[src/rtl/reg_file_arb_pkg.sv]
// Shared types and helpers for the register-file access arbiter.
package reg_file_arb_pkg;

    // Widest address and data the latched request can carry. Instances narrower than
    // this zero-extend into the request and slice back out.
    localparam int unsigned MAX_ADDR_WIDTH = 16;
    localparam int unsigned MAX_DATA_WIDTH = 256;
    localparam int unsigned MAX_STRB_WIDTH = MAX_DATA_WIDTH / 8;

    typedef enum logic [1:0] {
        IDLE   = 2'd0,
        ACCESS = 2'd1,
        RESP   = 2'd2
    } state_e;

    typedef struct packed {
        logic                      write;
        logic [MAX_ADDR_WIDTH-1:0] addr;
        logic [MAX_DATA_WIDTH-1:0] wdata;
        logic [MAX_STRB_WIDTH-1:0] wstrb;
    } req_t;

    // True when the register index maps to an implemented register.
    function automatic logic addr_in_range(input logic [MAX_ADDR_WIDTH-1:0] addr,
                                           input int unsigned num_registers);
        return (32'(addr) < num_registers);
    endfunction

endpackage

[src/rtl/reg_file_access_arbiter_rr_arbiter.sv]
// Round-robin winner search with a registered priority pointer.
module rr_arbiter #(
    parameter int unsigned NUM_REQUESTERS = 4
) (
    input  logic                              i_clk,
    input  logic                              i_rst,
    input  logic [NUM_REQUESTERS-1:0]         i_req,
    input  logic                              i_advance,
    output logic [NUM_REQUESTERS-1:0]         o_grant,
    output logic [$clog2(NUM_REQUESTERS)-1:0] o_idx,
    output logic                              o_any
);

    localparam int unsigned IDX_WIDTH = $clog2(NUM_REQUESTERS);

    logic [IDX_WIDTH-1:0] r_ptr;

    // Winner is the first set request at or after the pointer, searching upward with wrap.
    always_comb begin
        int unsigned cand;
        o_any   = 1'b0;
        o_idx   = '0;
        o_grant = '0;
        cand    = 0;
        for (int unsigned k = 0; k < NUM_REQUESTERS; k++) begin
            cand = (32'(r_ptr) + k) % NUM_REQUESTERS;
            if (!o_any && i_req[cand]) begin
                o_any = 1'b1;
                o_idx = IDX_WIDTH'(cand);
            end
        end
        if (o_any) begin
            o_grant[o_idx] = 1'b1;
        end
    end

    // Pointer moves just past the winner on each accepted grant.
    always_ff @(posedge i_clk) begin
        if (i_rst) begin
            r_ptr <= '0;
        end else if (i_advance) begin
            r_ptr <= (o_idx == IDX_WIDTH'(NUM_REQUESTERS - 1)) ? '0 : o_idx + 1'b1;
        end
    end

endmodule

[src/rtl/reg_file_access_arbiter.sv]
// Shares the register file direct-access port between several requesters.
// Each grant runs IDLE (accept) -> ACCESS (strobe) -> RESP (response) -> IDLE.
module reg_file_access_arbiter
    import reg_file_arb_pkg::*;
#(
    parameter int unsigned NUM_REQUESTERS = 4,
    parameter int unsigned REGISTER_WIDTH = 32,
    parameter int unsigned NUM_REGISTERS  = 16,
    parameter int unsigned ADDR_WIDTH     = 4
) (
    input  logic                                     i_clk,
    input  logic                                     i_rst,
    input  logic [NUM_REQUESTERS-1:0]                i_req_valid,
    output logic [NUM_REQUESTERS-1:0]                o_req_ready,
    input  logic [NUM_REQUESTERS-1:0]                i_req_write,
    input  logic [NUM_REQUESTERS*ADDR_WIDTH-1:0]     i_req_addr,
    input  logic [NUM_REQUESTERS*REGISTER_WIDTH-1:0] i_req_wdata,
    input  logic [NUM_REQUESTERS*REGISTER_WIDTH/8-1:0] i_req_wstrb,
    output logic [NUM_REQUESTERS-1:0]                o_rsp_valid,
    output logic [REGISTER_WIDTH-1:0]                o_rsp_rdata,
    output logic                                     o_rsp_err,
    output logic                                     o_reg_en,
    output logic                                     o_reg_we,
    output logic [ADDR_WIDTH-1:0]                    o_reg_addr,
    output logic [REGISTER_WIDTH-1:0]                o_reg_wdata,
    output logic [REGISTER_WIDTH/8-1:0]              o_reg_wstrb,
    input  logic [REGISTER_WIDTH-1:0]                i_reg_rdata,
    output logic [NUM_REGISTERS-1:0]                 o_reg_trigger
);

    localparam int unsigned STRB_WIDTH = REGISTER_WIDTH / 8;
    localparam int unsigned IDX_WIDTH  = $clog2(NUM_REQUESTERS);

    state_e                r_state;
    state_e                w_state_next;
    logic [IDX_WIDTH-1:0]  r_winner;
    req_t                  r_req;
    req_t                  w_sel_req;
    logic [NUM_REQUESTERS-1:0] w_grant;
    logic [IDX_WIDTH-1:0]  w_idx;
    logic                  w_any;
    logic                  w_accept;
    logic                  w_in_range;

    rr_arbiter #(
        .NUM_REQUESTERS (NUM_REQUESTERS)
    ) u_rr_arbiter (
        .i_clk     (i_clk),
        .i_rst     (i_rst),
        .i_req     (i_req_valid),
        .i_advance (w_accept),
        .o_grant   (w_grant),
        .o_idx     (w_idx),
        .o_any     (w_any)
    );

    // A grant is only taken in IDLE and never while reset is asserted.
    assign w_accept   = (r_state == IDLE) && w_any && !i_rst;
    assign w_in_range = addr_in_range(r_req.addr, NUM_REGISTERS);

    // Pick the winning requester's fields out of the packed request buses.
    always_comb begin
        w_sel_req       = '0;
        w_sel_req.write = i_req_write[w_idx];
        w_sel_req.addr  = MAX_ADDR_WIDTH'(i_req_addr[w_idx*ADDR_WIDTH +: ADDR_WIDTH]);
        w_sel_req.wdata = MAX_DATA_WIDTH'(i_req_wdata[w_idx*REGISTER_WIDTH +: REGISTER_WIDTH]);
        w_sel_req.wstrb = MAX_STRB_WIDTH'(i_req_wstrb[w_idx*STRB_WIDTH +: STRB_WIDTH]);
    end

    // State register and request latch; reset drops any in-flight access.
    always_ff @(posedge i_clk) begin
        if (i_rst) begin
            r_state  <= IDLE;
            r_winner <= '0;
            r_req    <= '0;
        end else begin
            r_state <= w_state_next;
            if (w_accept) begin
                r_winner <= w_idx;
                r_req    <= w_sel_req;
            end
        end
    end

    // Fixed three-state sequence per access.
    always_comb begin
        w_state_next = r_state;
        unique case (r_state)
            IDLE:    if (w_accept) w_state_next = ACCESS;
            ACCESS:  w_state_next = RESP;
            RESP:    w_state_next = IDLE;
            default: w_state_next = IDLE;
        endcase
    end

    // Per-state outputs; everything defaults to zero outside its owning state.
    always_comb begin
        o_req_ready   = '0;
        o_rsp_valid   = '0;
        o_rsp_rdata   = '0;
        o_rsp_err     = 1'b0;
        o_reg_en      = 1'b0;
        o_reg_we      = 1'b0;
        o_reg_addr    = '0;
        o_reg_wdata   = '0;
        o_reg_wstrb   = '0;
        o_reg_trigger = '0;
        unique case (r_state)
            IDLE: begin
                if (w_accept) begin
                    o_req_ready = w_grant;
                end
            end
            ACCESS: begin
                if (w_in_range) begin
                    o_reg_en    = 1'b1;
                    o_reg_we    = r_req.write;
                    o_reg_addr  = r_req.addr[ADDR_WIDTH-1:0];
                    o_reg_wdata = r_req.wdata[REGISTER_WIDTH-1:0];
                    o_reg_wstrb = r_req.wstrb[STRB_WIDTH-1:0];
                end
            end
            RESP: begin
                o_rsp_valid[r_winner] = 1'b1;
                o_rsp_err             = !w_in_range;
                if (w_in_range && !r_req.write) begin
                    o_rsp_rdata = i_reg_rdata;
                end
                // Trigger fires for any in-range write, including an all-zero strobe.
                if (w_in_range && r_req.write) begin
                    for (int unsigned i = 0; i < NUM_REGISTERS; i++) begin
                        if (32'(r_req.addr) == i) begin
                            o_reg_trigger[i] = 1'b1;
                        end
                    end
                end
            end
            default: ;
        endcase
    end

endmodule

[config.mk]
export PLATFORM = sky130hd
export DESIGN_NAME = reg_file_access_arbiter
export DESIGN_NICKNAME = d
export VERILOG_FILES = /design/src/rtl/reg_file_arb_pkg.sv /design/src/rtl/reg_file_access_arbiter_rr_arbiter.sv /design/src/rtl/reg_file_access_arbiter.sv
export SDC_FILE = /design/constraint.sdc
export NUM_CORES = 1
export LEC_CHECK = 0
export ABC_AREA = 1
export ABC_CLOCK_PERIOD_IN_PS = 2000
export CELL_PAD_IN_SITES_DETAIL_PLACEMENT = 1
export CELL_PAD_IN_SITES_GLOBAL_PLACEMENT = 1
export CORE_UTILIZATION = 19
export CTS_CLUSTER_DIAMETER = 60
export DETAILED_ROUTE_END_ITERATION = 16
export GPL_ROUTABILITY_DRIVEN = 0
export PLACE_DENSITY_LB_ADDON = 0.1
export SYNTH_ARGS = -nofsm -noshare
export SYNTH_HDL_FRONTEND = slang
export SYNTH_SLANG_ARGS = --single-unit
[constraint.sdc]
create_clock -name i_clk -period 2 [get_ports i_clk]
set_input_delay 0.4 -clock i_clk [delete_from_list [all_inputs] [get_ports i_clk]]
set_output_delay 0.4 -clock i_clk [all_outputs]
set_load 0.01 [all_outputs]
==> results.md <==
- Largest net degree at the start of global routing: 50
- Buffers on Ports: 299
- DRT Pass-1 Iters: 6
- Net Sw Frac: 49.5%
- Largest family of logic cells by synthesized area: simple AND/OR/NAND/NOR gates
- Uppermost routed layer: met4
- Num rows: 53
- Mux share of post-synthesis cell area: 0%
- Gate Count Post-Synth: 780
- Sequential cell area: ~950 sq um
- Synth Area in Simple Gates: between 50% and 60%
- Post-synth EDFFs: 0
- Worst hold path type: reg -> reg
- Fin crit share: 120%
- Outcome: complete, but fails checks
- Core area: around 21,000 sq um
- Comb power frac: a little over 80%
- Clock Skew: between 0.01 and 0.015 ns
- Ys async rst share: 0%
- Ys Warns: 0
- Die Y: around 150 um
- Pwr Total: around 13 mW
- Pint: approximately 6.6 mW
- Die span in x: around 150 um
- Max Fclk: 0.417 GHz
- Post-synthesis sequential area ratio: ~23%
- First-pass GRT wire length: approximately 33,000 um
- Count of clock tree sinks: 47
- Worst-path clk slew: around 0.08 ns
- Leak: approximately 4.3 nW
- CP Data Arrival Time: 2.00 ns
- Compound-Gate Fraction of Synth Area: 0.721%
- Synth area leaders: nand3_1 (25%), nand2_1 (23%), dfxtp_1 (23%), nor2_1 (8.8%), inv_1 (7.9%)
- # IOs: 301
- Syn Area/Cell: around 5.3 sq um
- Slew Limit Fails: 0
- Crit end category: primary output
- HPWL after DPL: approximately 16,000 um
- Vias per cell: 4.52
- Final setup fails: 41
- Adder-cell share of the synthesized area: less than 1%
- Clock power share: around 7%
- Hold Crit Depth: 2
- Vias: around 6,300
- Final core utilization: about two fifths
- Max Cap Violations: 0
- Wire per inst: around 18 um
- R2r startpoint: u_rr_arbiter.r_ptr[0]
- Metal2 WL: roughly 13,000 um
- NetSw: between 6 and 7 mW
- Share of power burned in registers: a little under an eighth
- Share of cells above drive strength 1: a little over a quarter
- Final Worst Setup Slack: -0.395 ns
- Peak supply drop: approximately 0.59 mV
- Top_reg_cell synth: dfxtp_1
- CP Data Required Time: between 1.5 and 2 ns
- Failing checks: negative setup slack
- Final Critical Period: 2.40 ns
- PwrDens: ~1500 nW/um^2
- Antenna-violating nets left: 0
- Hold_sp: r_req[52]
- Number of hold violations in the final report: 0
- Total GRT Usage: between 10% and 20%
- Setup Crit Path Kind: reg -> out
- DR DRC count: 0
- CTS Buf Count: 5
- Nets: about 1,300
- Routed wire length: 25,600 um
- DRT iter0 DRCs: 190
- CTS root buffer: clkbuf_16
- Startpoint types: flip-flop
- Vias in the first global route: ~5,900
- RSZ-0062 raised after global routing: yes
- Ant. Diodes: 0
- Post-Synth XOR/XNOR Area: 0%
- Initial antenna violation count: 0
- DRT met1 WL: 10,400 um
- Synth area leader: nand3_1
- Unique cell type count in the Yosys netlist: 25
- GRT overflow: 0
- CTS tree: yes
- Worst R2R Setup Slack: -0.18 ns
- Reg-to-reg endpoint: r_req[38]
- CTS Buffer Depth: 2
- Post-Syn Area: 4160 sq um
- Yosys top cell area share: about 25%
- Fill cell count: 2,711
- Area Growth Syn to Fin: 113%
- Die area: between 20,000 and 25,000 sq um
- WHS Endpoint: r_req[52]
- Crit-path max FO: 7
- Yosys reg bits: between 40 and 50
- Clk_lat worst skew: around 0.30 ns
- Htree depth: 2
- WL met3: 1800 um
- Initial Utilization: 19.6%
- Multi-input gate area: 3190 sq um
- Post-synthesis net count: a little under 1,000
- Worst R2R Path Depth: 17
## final cells by class
| cell class | instances | share of cell area (%) |
|---|---|---|
| Clock buffer | 6 | 1.57 |
| Clock inverter | 2 | 0.183 |
| Inverter | 94 | 4.06 |
| Multi-Input combinational cell | 584 | 36.0 |
| Sequential cell | 47 | 10.7 |
| Tap cell | 275 | 3.88 |
| Timing Repair Buffer | 377 | 43.5 |
| Timing Repair inverter | 1 | 0.0705 |
## power groups by stage
stage / registers, mW / clock network [mW] / logic, mW
2_1_floorplan: 1.42 / 0 / 4.42
4_1_cts: 1.47 / 0.960 / 7.04
3_5_place_dp: 1.47 / 0 / 6.68
6_report: 1.48 / 0.919 / 10.7
3_3_place_gp: 1.46 / 0 / 6.60
5_1_grt: 1.52 / 0.990 / 11.6
## cell usage after synthesis, types with 2 or more instances
cell type / count
nor2_1: 98
clkbuf_1: 7
nand2_1: 255
inv_2: 4
buf_1: 3
inv_1: 88
o21ai_0: 3
buf_4: 11
nand3_2: 2
buf_2: 26
clkinv_1: 2
o21ai_1: 2
nand3_1: 206
dfxtp_1: 47
nor3_1: 4
nor2_4: 3
nand2_2: 4
buf_6: 8
## placed cells by master (no fill, tap or decap), types with 16 or more instances in the layout
cell / n
nand2_1: 199
clkdlybuf4s50_1: 198
nand3_1: 144
nor2_1: 86
inv_1: 82
nand3_2: 59
dfxtp_1: 44
nand2_2: 42
dlygate4sd2_1: 42
buf_4: 28
clkbuf_2: 25
buf_2: 19
nand2_4: 18
clkbuf_16: 17
buf_6: 16
## flip-flops by register name, indices dropped and copies added (netlist names)
signal	count
r_req	41
r_state	2
r_winner	2
u_rr_arbiter.r_ptr	2
## metrics by stage
step / hold WS, ns / setup slack, ns / cell area [sq um] / instances / TNS, ns
3_5_place_dp: 0.440 / -0.888 / 7560 / 1335 / -34.33
3_3_place_gp: 0.437 / -0.833 / 7560 / 1335 / -32.62
4_1_cts: 0.454 / -0.344 / 7850 / 1354 / -7.83
5_1_grt: 0.463 / -0.488 / 8870 / 1386 / -10.92
6_report: 0.450 / -0.395 / 8870 / 1386 / -5.93
2_1_floorplan: 0.426 / -0.0761 / 4200 / 780 / -0.0761
## cells by family after synthesis
logic type | count (synthesis)
adders and majority gates | 1
other | 1
DFF | 47
and+or+nand+nor | 576
buffers and inverters | 149
AOI/OAI and AO/OA | 6
## worst max-delay path, stage by stage (launching register included)
cell and delay [ns]:
dfxtp_4 0.39, buf_6 0.15, nand2_2 0.05, nand2_2 0.06
nand2_1 0.08, nand2_2 0.06, nor2_4 0.15, nand3_2 0.09
nand2_2 0.09, nand2_4 0.07, inv_4 0.06, ha_4 0.12
nor3b_4 0.16, buf_2 0.16
## repair_timing
item	4_1_cts	5_1_grt
pin swaps	16	52
hold buffers	0	0
gates resized for setup	198	243
setup buffers	10	8
endpoints found under the setup margin	141	107
gates cloned	1	24
## worst max-delay path by stage
stage | start | end | cells after the start
4_1_cts | u_rr_arbiter.r_ptr[0] | o_req_ready[3] | 13
3_3_place_gp | i_req_valid[3] | o_req_ready[3] | 12
3_5_place_dp | i_req_valid[3] | o_req_ready[3] | 12
5_1_grt | u_rr_arbiter.r_ptr[1] | o_req_ready[3] | 13
6_report | u_rr_arbiter.r_ptr[0] | o_req_ready[3] | 13
2_1_floorplan | u_rr_arbiter.r_ptr[0] | o_req_ready[3] | 14
## layer usage
metal | global-route usage, % | vias to the layer above
met5 | 0 | -
met4 | 4.75 | 0
met3 | 4.88 | 20
met2 | 34.0 | 216
met1 | 21.7 | 2934
li1 | - | 3097
Note: power is estimated with default switching activity, not from simulation.
==> RTL change: new RTL, same settings <==
Reset style: asynchronous (`i_rst`), changed in 2 clocked blocks.
--- a/src/rtl/reg_file_access_arbiter_rr_arbiter.sv
+++ b/src/rtl/reg_file_access_arbiter_rr_arbiter.sv
@@ -35,7 +35,7 @@
     end
 
     // Pointer moves just past the winner on each accepted grant.
-    always_ff @(posedge i_clk) begin
+    always_ff @(posedge i_clk or posedge i_rst) begin
         if (i_rst) begin
             r_ptr <= '0;
         end else if (i_advance) begin
--- a/src/rtl/reg_file_access_arbiter.sv
+++ b/src/rtl/reg_file_access_arbiter.sv
@@ -68,7 +68,7 @@
     end
 
     // State register and request latch; reset drops any in-flight access.
-    always_ff @(posedge i_clk) begin
+    always_ff @(posedge i_clk or posedge i_rst) begin
         if (i_rst) begin
             r_state  <= IDLE;
             r_winner <= '0;
Behaviour: differs if i_rst is asserted again (counterexample within 4 cycles, from zero or initial values and one cycle with i_rst high); with i_rst held inactive, the same outputs for 4 cycles.
==> RTL change against the unedited design <==
The flow still finishes with violations (setup timing). Sequential power grew 21%. Synthesized cell count is 0.77% lower. Worst setup slack worse by 0.088 ns. Total power is 21% higher. Area after synthesis grew 7.6%. Design area grew 4.7%. Utilization decreased by 1.1 points. Routed wire length rose by 2.9%. Sequential cell count unchanged. Largest power group unchanged. Highest routed layer is now met5.
==> RTL change: results (changes against the unedited design) <==
| Metric | Value |
|---|---|
| Layout Cells excl Fill | `1404 (+1.3%)` |
| Routed Wire Length | `26300 um (+2.9%)` |
| Netlist cell types | `23 (-8.0%)` |
| Seq group | `1790 uW (+21%)` |
| Critical Path Slowest Stage Cell | `dfrtp_2` |
| Top Layer Used | `met5` |
| DRT iter0 DRCs | `212 (+12%)` |
| Most common library cells after synthesis | `nand2_1, nand3_1, nor2_1` |
| Clock-cell share | `1.751% (+0.0019 points)` |
| Hold_ws | `0.3872 ns (-0.06312 ns)` |
| Hold WC Path Type | `in2async` |
| Clock network fraction of total power | `6.3% (-0.7 points)` |
| Post-Place Cell Area | `7904 sq um (+4.6%)` |
| Signal buffers | `365 (-3.2%)` |
| Final setup vio count | `49 (+20%)` |
| Overall power | `15930 uW (+21%)` |
| Fill cells | `2839 (+4.7%)` |
| Met2 usage | `36.37% (+2.4 points)` |
| M1 GR Usage | `25.80% (+4.1 points)` |
| Initial antenna violation count | `1 (+1)` |
| Main synth FF type | `dfrtp_1` |
| Vias in the first global route | `6513 (+9.5%)` |
| Status | `complete, but fails checks` |
| Reg2reg end | `r_winner[1]` |
| Fin worst setup slack | `-0.4830 ns (-0.08750 ns)` |
| Internal power | `7432 uW (+12%)` |
| Met1 wire length | `11240 um (+8.5%)` |
| Post-DP HPWL | `16250 um (+0.95%)` |
| Failing checks | `setup timing` |
| Multi-Input Combinational | `573 (-1.9%)` |
-- RTL change: cell types whose count changed after synthesis, moves of 8 or more --
cell / unedited run / this run
dfxtp_1: 47 / 0
dfrtp_1: 0 / 47
nand3_1: 206 / 173
clkbuf_1: 7 / 15
nand2_1: 255 / 238
nand3b_1: 1 / 42
-- RTL change: worst register-to-register path: stages, from the launching register on --
cell	delay, ns
dfrtp_2	0.47
clkinvlp_4	0.17
nand2_1	0.08
nand2_1	0.06
nand2_2	0.06
nand2_2	0.06
nor2_4	0.17
nand3b_1	0.18
nand2_4	0.14
buf_12	0.11
buf_6	0.09
buf_12	0.15
nor2_4	0.06
buf_12	0.14
buf_12	0.15
o21bai_1	0.15
-- RTL change: timing repair --
item | 4_1_cts | 5_1_grt
gates resized for setup | 379 | 174
setup endpoints to repair | 143 | 139
hold endpoints to repair | 0 | 0
pin swaps | 56 | 19
setup buffers | 15 | 7
gates cloned | 11 | 5
